### config.mk
export PLATFORM = sky130hd
export DESIGN_NAME = clk_gen_tuner
export DESIGN_NICKNAME = d
export VERILOG_FILES = /design/src/rtl/clk_gen_tuner.sv
export SDC_FILE = /design/constraint.sdc
export NUM_CORES = 1
export LEC_CHECK = 0
export CAP_MARGIN = 20
export CORE_MARGIN = 1.5
export CORE_UTILIZATION = 50
export DETAILED_ROUTE_END_ITERATION = 12
export PLACE_DENSITY = 0.8
export SLEW_MARGIN = 20
export SYNTH_ARGS = -nofsm -noshare
export SYNTH_HDL_FRONTEND = slang
export SYNTH_SLANG_ARGS = --single-unit
### constraint.sdc
create_clock -name clk_i -period 2.2 [get_ports clk_i]
set_input_delay 0.66 -clock clk_i [delete_from_list [all_inputs] [get_ports clk_i]]
set_output_delay 0.66 -clock clk_i [all_outputs]
set_load 0.05 [all_outputs]
### src/rtl/clk_gen_tuner.sv
// Calibration controller for the tunable clock generator: counts osc edges
// over a reference window and SAR-searches the slowest select meeting target.
module clk_gen_tuner #(
    parameter int CNT_WIDTH     = 16,
    parameter int SEL_WIDTH     = 4,
    parameter int SYNC_STAGES   = 2,
    parameter int SETTLE_CYCLES = 4
) (
    input  logic                 clk_i,
    input  logic                 reset_n_i,
    input  logic                 start_i,
    input  logic [CNT_WIDTH-1:0] target_i,
    input  logic [CNT_WIDTH-1:0] window_i,
    input  logic                 osc_clk_i,
    output logic [SEL_WIDTH-1:0] select_o,
    output logic                 osc_reset_o,
    output logic                 busy_o,
    output logic                 done_o,
    output logic                 locked_o,
    output logic [CNT_WIDTH-1:0] count_o
);

    typedef enum logic [2:0] {
        S_IDLE,
        S_SETTLE,
        S_MEASURE,
        S_DECIDE,
        S_DONE
    } state_t;

    localparam logic [SEL_WIDTH-1:0] MSB_MASK =
        {1'b1, {(SEL_WIDTH-1){1'b0}}};
    localparam logic [CNT_WIDTH-1:0] SETTLE_LOAD =
        CNT_WIDTH'(SETTLE_CYCLES - 1);
    localparam logic [CNT_WIDTH-1:0] CNT_ONE =
        {{(CNT_WIDTH-1){1'b0}}, 1'b1};

    state_t                 state_q;
    logic [SYNC_STAGES-1:0] sync_q;
    logic                   prev_q;
    logic [CNT_WIDTH-1:0]   edges_q;
    logic [CNT_WIDTH-1:0]   timer_q;
    logic [CNT_WIDTH-1:0]   target_q;
    logic [CNT_WIDTH-1:0]   window_q;
    logic [SEL_WIDTH-1:0]   result_q;
    logic [SEL_WIDTH-1:0]   mask_q;
    logic [SEL_WIDTH-1:0]   select_q;
    logic                   osc_reset_q;
    logic                   busy_q;
    logic                   done_q;
    logic                   locked_q;
    logic [CNT_WIDTH-1:0]   count_q;

    logic                   rise_d;
    logic                   pass_d;
    logic [SEL_WIDTH-1:0]   result_d;
    logic [CNT_WIDTH-1:0]   window_d;

    always_comb begin
        rise_d   = sync_q[SYNC_STAGES-1] & ~prev_q;
        pass_d   = (edges_q >= target_q);
        result_d = pass_d ? (result_q | mask_q) : result_q;
        window_d = (window_i == '0) ? CNT_ONE : window_i;
    end

    // mask_q walks MSB..LSB over the trial passes; zero means verify pass
    always_ff @(posedge clk_i) begin
        if (!reset_n_i) begin
            state_q     <= S_IDLE;
            sync_q      <= '0;
            prev_q      <= 1'b0;
            edges_q     <= '0;
            timer_q     <= '0;
            target_q    <= '0;
            window_q    <= '0;
            result_q    <= '0;
            mask_q      <= '0;
            select_q    <= '0;
            osc_reset_q <= 1'b1;
            busy_q      <= 1'b0;
            done_q      <= 1'b0;
            locked_q    <= 1'b0;
            count_q     <= '0;
        end else begin
            sync_q <= {sync_q[SYNC_STAGES-2:0], osc_clk_i};
            prev_q <= sync_q[SYNC_STAGES-1];
            done_q <= 1'b0;
            unique case (state_q)
                S_IDLE: begin
                    if (start_i) begin
                        target_q    <= target_i;
                        window_q    <= window_d;
                        result_q    <= '0;
                        mask_q      <= MSB_MASK;
                        select_q    <= MSB_MASK;
                        osc_reset_q <= 1'b0;
                        busy_q      <= 1'b1;
                        locked_q    <= 1'b0;
                        count_q     <= '0;
                        edges_q     <= '0;
                        timer_q     <= SETTLE_LOAD;
                        state_q     <= S_SETTLE;
                    end
                end
                S_SETTLE: begin
                    edges_q <= '0;
                    if (timer_q == '0) begin
                        timer_q <= window_q - CNT_ONE;
                        state_q <= S_MEASURE;
                    end else begin
                        timer_q <= timer_q - CNT_ONE;
                    end
                end
                S_MEASURE: begin
                    if (rise_d && (edges_q != '1))
                        edges_q <= edges_q + CNT_ONE;
                    if (timer_q == '0)
                        state_q <= S_DECIDE;
                    else
                        timer_q <= timer_q - CNT_ONE;
                end
                S_DECIDE: begin
                    edges_q <= '0;
                    if (mask_q != '0) begin
                        result_q <= result_d;
                        mask_q   <= mask_q >> 1;
                        select_q <= result_d | (mask_q >> 1);
                        timer_q  <= SETTLE_LOAD;
                        state_q  <= S_SETTLE;
                    end else begin
                        count_q  <= edges_q;
                        locked_q <= pass_d;
                        done_q   <= 1'b1;
                        busy_q   <= 1'b0;
                        state_q  <= S_DONE;
                    end
                end
                S_DONE: begin
                    state_q <= S_IDLE;
                end
                default: begin
                    state_q <= S_IDLE;
                end
            endcase
        end
    end

    assign select_o    = select_q;
    assign osc_reset_o = osc_reset_q;
    assign busy_o      = busy_q;
    assign done_o      = done_q;
    assign locked_o    = locked_q;
    assign count_o     = count_q;

endmodule

==> results.ini, run 1 <==
[yosys]
syn_avg_cell_area_um2=8.32
ys_warn_count=0
syn_area_mm2=0.00511
syn_nets=670
synth_edf_count=0
synth_cell_types=63
yosysSeqAreaShare=0.400
synth-main-ff-cell=dfxtp_1
syn-instance-count=614
synthArstFlopShare=0
ys_seq_elements=102

[clock_network]
cts.sinks=102
cts_root_buffer=clkbuf_8
cts_tree=yes
htreeDepth=3
clkTransAtPathRegs_ns=0.10
worstSkewPairLatency_ns=0.39
clock_path_buffers=2
hold_buffers=0
cts_buffers=9

[timing]
slew_headroom=0.531
skew_ns=0.0193
period_minus_slack_ns=2.16
setup_viol=0
fin_crit_sh=0.983
finalMaxSlewViolations=0
rsz0062_at_grt=no
timing.setup.tns_ns=0
setup_slack_ns=0.0364
worst_pin_slew_ns=0.701
finalHoldViolations=0
fmax_mhz=462

[global_route]
grt_pass1_vias=4671
grt_pass1_wl_mm=22.8
grt_start_max_net_pins=38
antenna_found_initial=0
grtUsageTotal=0.257
overflow=0

[layout]
drive_gt1_frac=0.153
final_cell_mix=100 x dfxtp_1, 83 x nand2_1, 64 x a21oi_1
regArea_mm2=0.00204
fillers=867
layout_commonest_cell=dfxtp_1
n_antenna_cell=0
nets=762
multi_input_area_mm2=0.00282
area_delta_synth_final_pct=25.7
final_util=0.654

[min_path]
min_path_type=reg -> reg

[worst_setup_path]
path_buf_inv=1
crit_slowest_cell=clkdlybuf4s50_1
cp-start-kind=register
cp_max_fo=1
critPathMaxStageDelay_ns=0.80
cp.required_ns=1.54
cp_cell_sequence=clkdlybuf4s50_1
end_kind=primary output
critPathTopFamily=buffers and inverters
worstSetupPathType=reg -> out
cp.arrival_ns=1.50

[power]
fin_total_pwr_mw=7.32
p_leak_nw=2.65
combPwrFrac=0.495
power_frac_seq=0.332
p_switching_mw=3.08
peakVddDrop_v=0.000689
powerDensity_mw_per_mm2=1140
power_switching_share=0.420
cell_internal_pwr_mw=4.25
clkPwrFrac=0.173

[die]
start_util=0.520
ios=60
die_w_um=104
coreArea_mm2=0.00982
die_h_um=104
fp.dieArea_mm2=0.0108
row_count=36

[placement]
dp_slack_ns=-0.423
io_buffers=59
dpl.hpwl_mm=10.1
place_congestion=0.924

[route]
first_iter_violations=386
first_pass_iters=5
wl_per_cell_um=16.3
wl_mm=13.7
antenna_left=0
via_count=4932
vias_per_cell=5.84
drc_errors=0

[job]
drv_cap=0

[run_status]
status=complete, no violations

power by group through the flow:
| stage | logic [mW] | registers (mW) | clock network, mW |
|---|---|---|---|
| 3_3_place_gp | 3.41 | 2.44 | 0 |
| 3_5_place_dp | 3.48 | 2.45 | 0 |
| 2_1_floorplan | 2.38 | 2.44 | 0 |
| 6_report | 3.62 | 2.43 | 1.27 |
| 5_1_grt | 3.96 | 2.47 | 1.37 |
| 4_1_cts | 3.54 | 2.41 | 1.29 |
path summary, 6_finish.rpt:
check	endpoint	cells after the start	startpoint	slack (ns)
max	done_o	1	done_o	0.04
min	sync_q[1]	1	sync_q[0]	0.45
max reg2reg	timer_q[7]	6	timer_q[0]	0.10
min reg2reg	sync_q[1]	1	sync_q[0]	0.45
kinds of logic (layout without fill, tap and decap cells):
| logic type | Yosys count | in the layout | synth area share |
|---|---|---|---|
| and+or+nand+nor | 244 | 244 | 0.239 |
| AOI/OAI and AO/OA | 158 | 158 | 0.205 |
| DFF | 102 | 102 | 0.400 |
| buffers and inverters | 59 | 156 | 0.0542 |
| xor gates and xnor gates | 29 | 29 | 0.0497 |
| adders and majority gates | 20 | 20 | 0.0490 |
| muxes | 2 | 2 | 0.00392 |
per-stage QoR:
step / instances / hold WS (ns) / area (µm²)
after floorplan: 614 / 0.412 / 5110
final: 844 / 0.454 / 6420
after global routing: 844 / 0.483 / 6420
after detailed placement: 824 / 0.427 / 6100
after global placement: 824 / 0.425 / 6100
after CTS: 844 / 0.463 / 6370
registers in the layout, indices dropped and copies added (netlist names):
| name | flops |
|---|---|
| osc_reset_o | 1 |
| target_q | 16 |
| busy_o | 1 |
| result_q | 4 |
| window_q | 16 |
| prev_q | 1 |
| state_q | 3 |
| count_o | 16 |
| done_o | 1 |
| sync_q | 2 |
| edges_q | 16 |
| locked_o | 1 |
| timer_q | 16 |
| select_o | 4 |
| mask_q | 4 |
cell usage after synthesis, drive strengths merged (2+ instances only):
| cell | number | area [µm²] |
|---|---|---|
| dfxtp | 102 | 2040 |
| nand2 | 84 | 318 |
| a21oi | 64 | 320 |
| nor2 | 52 | 198 |
| clkbuf | 30 | 143 |
| nand3 | 30 | 150 |
| o21ai | 26 | 134 |
| inv | 24 | 90.1 |
| ha | 20 | 250 |
| xor2 | 20 | 175 |
| nor3 | 15 | 91.3 |
| nor4 | 15 | 113 |
| a22o | 11 | 96.3 |
| nand4 | 11 | 68.8 |
| o31ai | 10 | 75.1 |
| xnor2 | 9 | 78.8 |
| and3 | 8 | 56.3 |
| o211ai | 7 | 57.6 |
| a2111oi | 5 | 56.3 |
| a211oi | 5 | 37.5 |
| a21o | 5 | 37.5 |
| and2 | 5 | 31.3 |
| buf | 5 | 43.8 |
| and4 | 4 | 36.3 |
| o2111ai | 4 | 35.0 |
| or3 | 4 | 25.0 |
| or4 | 4 | 37.5 |
| a221oi | 3 | 26.3 |
| nand2b | 3 | 18.8 |
| nor3b | 3 | 22.5 |
| o21a | 3 | 22.5 |
| a311oi | 2 | 23.8 |
| a31oi | 2 | 12.5 |
| mux2i | 2 | 20.0 |
| nor2b | 2 | 12.5 |
| o21bai | 2 | 15.0 |
| o22ai | 2 | 12.5 |
cell type report:
| cell class | instances | area share |
|---|---|---|
| multi-input cells | 453 | 0.439 |
| flip-flops and latches | 102 | 0.319 |
| repair buffers | 116 | 0.169 |
| inverters | 24 | 0.0140 |
| clock inverters | 7 | 0.0140 |
| well taps | 133 | 0.0259 |
| clock buffers | 9 | 0.0193 |
per-layer routing:
metal,wire length (µm),vias to the layer above,global-route usage,share of wire
li1,-,2390,-,-
met1,6160,2326,0.348,0.45
met2,6370,190,0.406,0.46
met3,947,26,0.0457,0.069
met4,247,0,0.0972,0.018
met5,0,-,0,0
what timing repair did:
item                                    4_1_cts  5_1_grt
resized for setup                            12       17
pin swaps                                     2        0
endpoints found under the setup margin       25       20
cloned                                        1        0
buffers inserted                              3        0
No activity file was read; power rests on OpenSTA's default activity.
==> run 2, diff against run 1 <==
--- a/config.mk
+++ b/config.mk
@@ -6,7 +6,6 @@
 export NUM_CORES = 1
 export LEC_CHECK = 0
 export CAP_MARGIN = 20
-export CORE_MARGIN = 1.5
 export CORE_UTILIZATION = 50
 export DETAILED_ROUTE_END_ITERATION = 12
 export PLACE_DENSITY = 0.8
==> run 2 against run 1 <==
Register-to-register slack better by 0.02 ns. Count of clock-buffer cells in the layout is 3 higher. First-iteration DRC count is 17% higher. Setup slack worse by 0.0093 ns. Critical path type is now in -> reg. Critical endpoint is now edges_q[8]. Largest power group unchanged.
==> results.ini, run 2 (synthesis gave the netlist of run 1 again) <==
[timing]
period_minus_slack_ns=2.17  ; was 2.16 ns
timing.setup.tns_ns=0  ; unchanged
setup_viol=0  ; unchanged
skew_ns=0.0129  ; was 0.0193 ns
finalHoldViolations=0  ; unchanged
slew_headroom=0.572  ; was 0.531
finalMaxSlewViolations=0  ; unchanged
fin_crit_sh=0.988  ; was 0.983
fmax_mhz=460  ; was 462 MHz
worst_pin_slew_ns=0.640  ; was 0.701 ns

[clock_network]
htreeDepth=3  ; unchanged
clkTransAtPathRegs_ns=0.09  ; was 0.10 ns
clock_path_buffers=2  ; unchanged
cts.sinks=102  ; unchanged
cts_root_buffer=clkbuf_8  ; unchanged
cts_tree=yes  ; unchanged
hold_buffers=0  ; unchanged
cts_buffers=9  ; unchanged
worstSkewPairLatency_ns=0.37  ; was 0.39 ns

[worst_setup_path]
worstSetupPathType=in -> reg  ; was reg -> out
r2r_setup_slack_ns=0.12  ; was 0.10 ns
r2r_start=timer_q[0]  ; unchanged
cp-start-kind=input port  ; was register
end_kind=register  ; was primary output
cp.required_ns=2.45  ; was 1.54 ns
r2r_end=timer_q[11]  ; was timer_q[7]
cp_max_fo=8  ; was 1
cp.arrival_ns=2.43  ; was 1.50 ns
reg2reg_depth=9  ; was 6

[layout]
final_util=0.650  ; was 0.654
final_cell_mix=100 x dfxtp_1, 83 x nand2_1, 64 x a21oi_1  ; unchanged
layout_commonest_cell=dfxtp_1  ; unchanged
area_delta_synth_final_pct=25.1  ; was 25.7%
nets=757  ; was 762
drive_gt1_frac=0.142  ; was 0.153
n_antenna_cell=0  ; unchanged

[die]
fp.dieArea_mm2=0.0106  ; was 0.0108 mm²
die_w_um=103  ; was 104 µm
die_h_um=103  ; was 104 µm
row_count=36  ; unchanged
ios=60  ; unchanged
start_util=0.520  ; unchanged
coreArea_mm2=0.00982  ; unchanged

[min_path]
min_to=sync_q[1]  ; unchanged
worstHoldStart=sync_q[0]  ; unchanged
min_path_type=reg -> reg  ; unchanged
min_path_cells=1  ; unchanged

[global_route]
grt_pass1_wl_mm=21.9  ; was 22.8 mm
grt_pass1_vias=4523  ; was 4671
grtUsageTotal=0.265  ; was 0.257
overflow=0  ; unchanged
antenna_found_initial=0  ; unchanged
grt_start_max_net_pins=30  ; was 38

[placement]
place_congestion=0.947  ; was 0.924
dpl.hpwl_mm=9.71  ; was 10.1 mm
io_buffers=59  ; unchanged

[power]
powerDensity_mw_per_mm2=1120  ; was 1140 mW/mm²
p_switching_mw=2.98  ; was 3.08 mW
peakVddDrop_v=0.000795  ; was 0.000689 V
p_leak_nw=2.74  ; was 2.65 nW
power_switching_share=0.415  ; was 0.420
combPwrFrac=0.486  ; was 0.495
cell_internal_pwr_mw=4.19  ; was 4.25 mW
power_frac_seq=0.342  ; was 0.332
clkPwrFrac=0.171  ; was 0.173

[route]
vias_per_cell=5.84  ; about the same
first_iter_violations=451  ; was 386
wl_mm=13.5  ; was 13.7 mm
first_pass_iters=6  ; was 5
antenna_left=0  ; unchanged
via_count=4898  ; was 4932
wl_per_cell_um=16.0  ; was 16.3 µm
drc_errors=0  ; unchanged

[job]
drv_cap=0  ; unchanged

[run_status]
status=complete, no violations  ; unchanged

run 2: power groups by stage:
stage	clock, mW	combinational (mW)	sequential, mW
4_1_cts	1.23	3.41	2.43
2_1_floorplan	0	2.38	2.44
3_5_place_dp	0	3.36	2.47
3_3_place_gp	0	3.29	2.46
5_1_grt	1.32	3.80	2.49
6_report	1.23	3.48	2.45
run 2: worst max path at each step:
stage / from / endpoint / slack (ns)
after detailed placement: start_i / timer_q[6] / -0.46
after floorplan: start_i / edges_q[5] / 0.1
after global routing: select_o[1] / select_o[1] / -0.004
final: start_i / edges_q[8] / 0.03
after global placement: start_i / timer_q[6] / -0.38
after CTS: busy_o / busy_o / 0.005
run 2: area by class of cell:
cell class              instances  area [µm²]
repair buffers                111        1070
clock buffers                  12         145
multi-input cells             453        2820
fillers                       847        3430
well taps                     133         166
clock inverters                 4        55.1
inverters                      24        90.1
flip-flops and latches        102        2040
run 2: what timing repair did:
| item | 4_1_cts | 5_1_grt |
|---|---|---|
| gates cloned | 1 | 0 |
| resized for setup | 2 | 28 |
| buffers inserted | 3 | 0 |
| pin swaps | 1 | 2 |
| setup endpoints to repair | 27 | 30 |
run 2: stage by stage:
step           power (mW)  area (µm²)  setup WS, ns  instances  hold WS, ns
2_1_floorplan        4.82        5110        0.0970        614        0.412
3_3_place_gp         5.75        6060        -0.382        819        0.420
3_5_place_dp         5.84        6060        -0.460        819        0.437
4_1_cts              7.08        6310       0.00504        839        0.462
5_1_grt              7.61        6390      -0.00358        839        0.480
6_report             7.16        6390        0.0270        839        0.460
run 2: layer usage:
layer / vias up / global-route usage / part of all wire
met2: 156 / 0.413 / 0.46
met4: 0 / 0.0802 / 0.014
li1: 2372 / - / -
met1: 2358 / 0.380 / 0.47
met3: 12 / 0.0386 / 0.059
met5: - / 0 / 0
run 2: critical path, stage by stage:
cell and delay (ns):
clkdlybuf4s15_1 0.23, nor3_1 0.08, or4b_1 0.53, a41oi_2 0.21, buf_4 0.16, buf_12 0.11
o2111ai_2 0.13, xor2_1 0.23, nor2_1 0.08
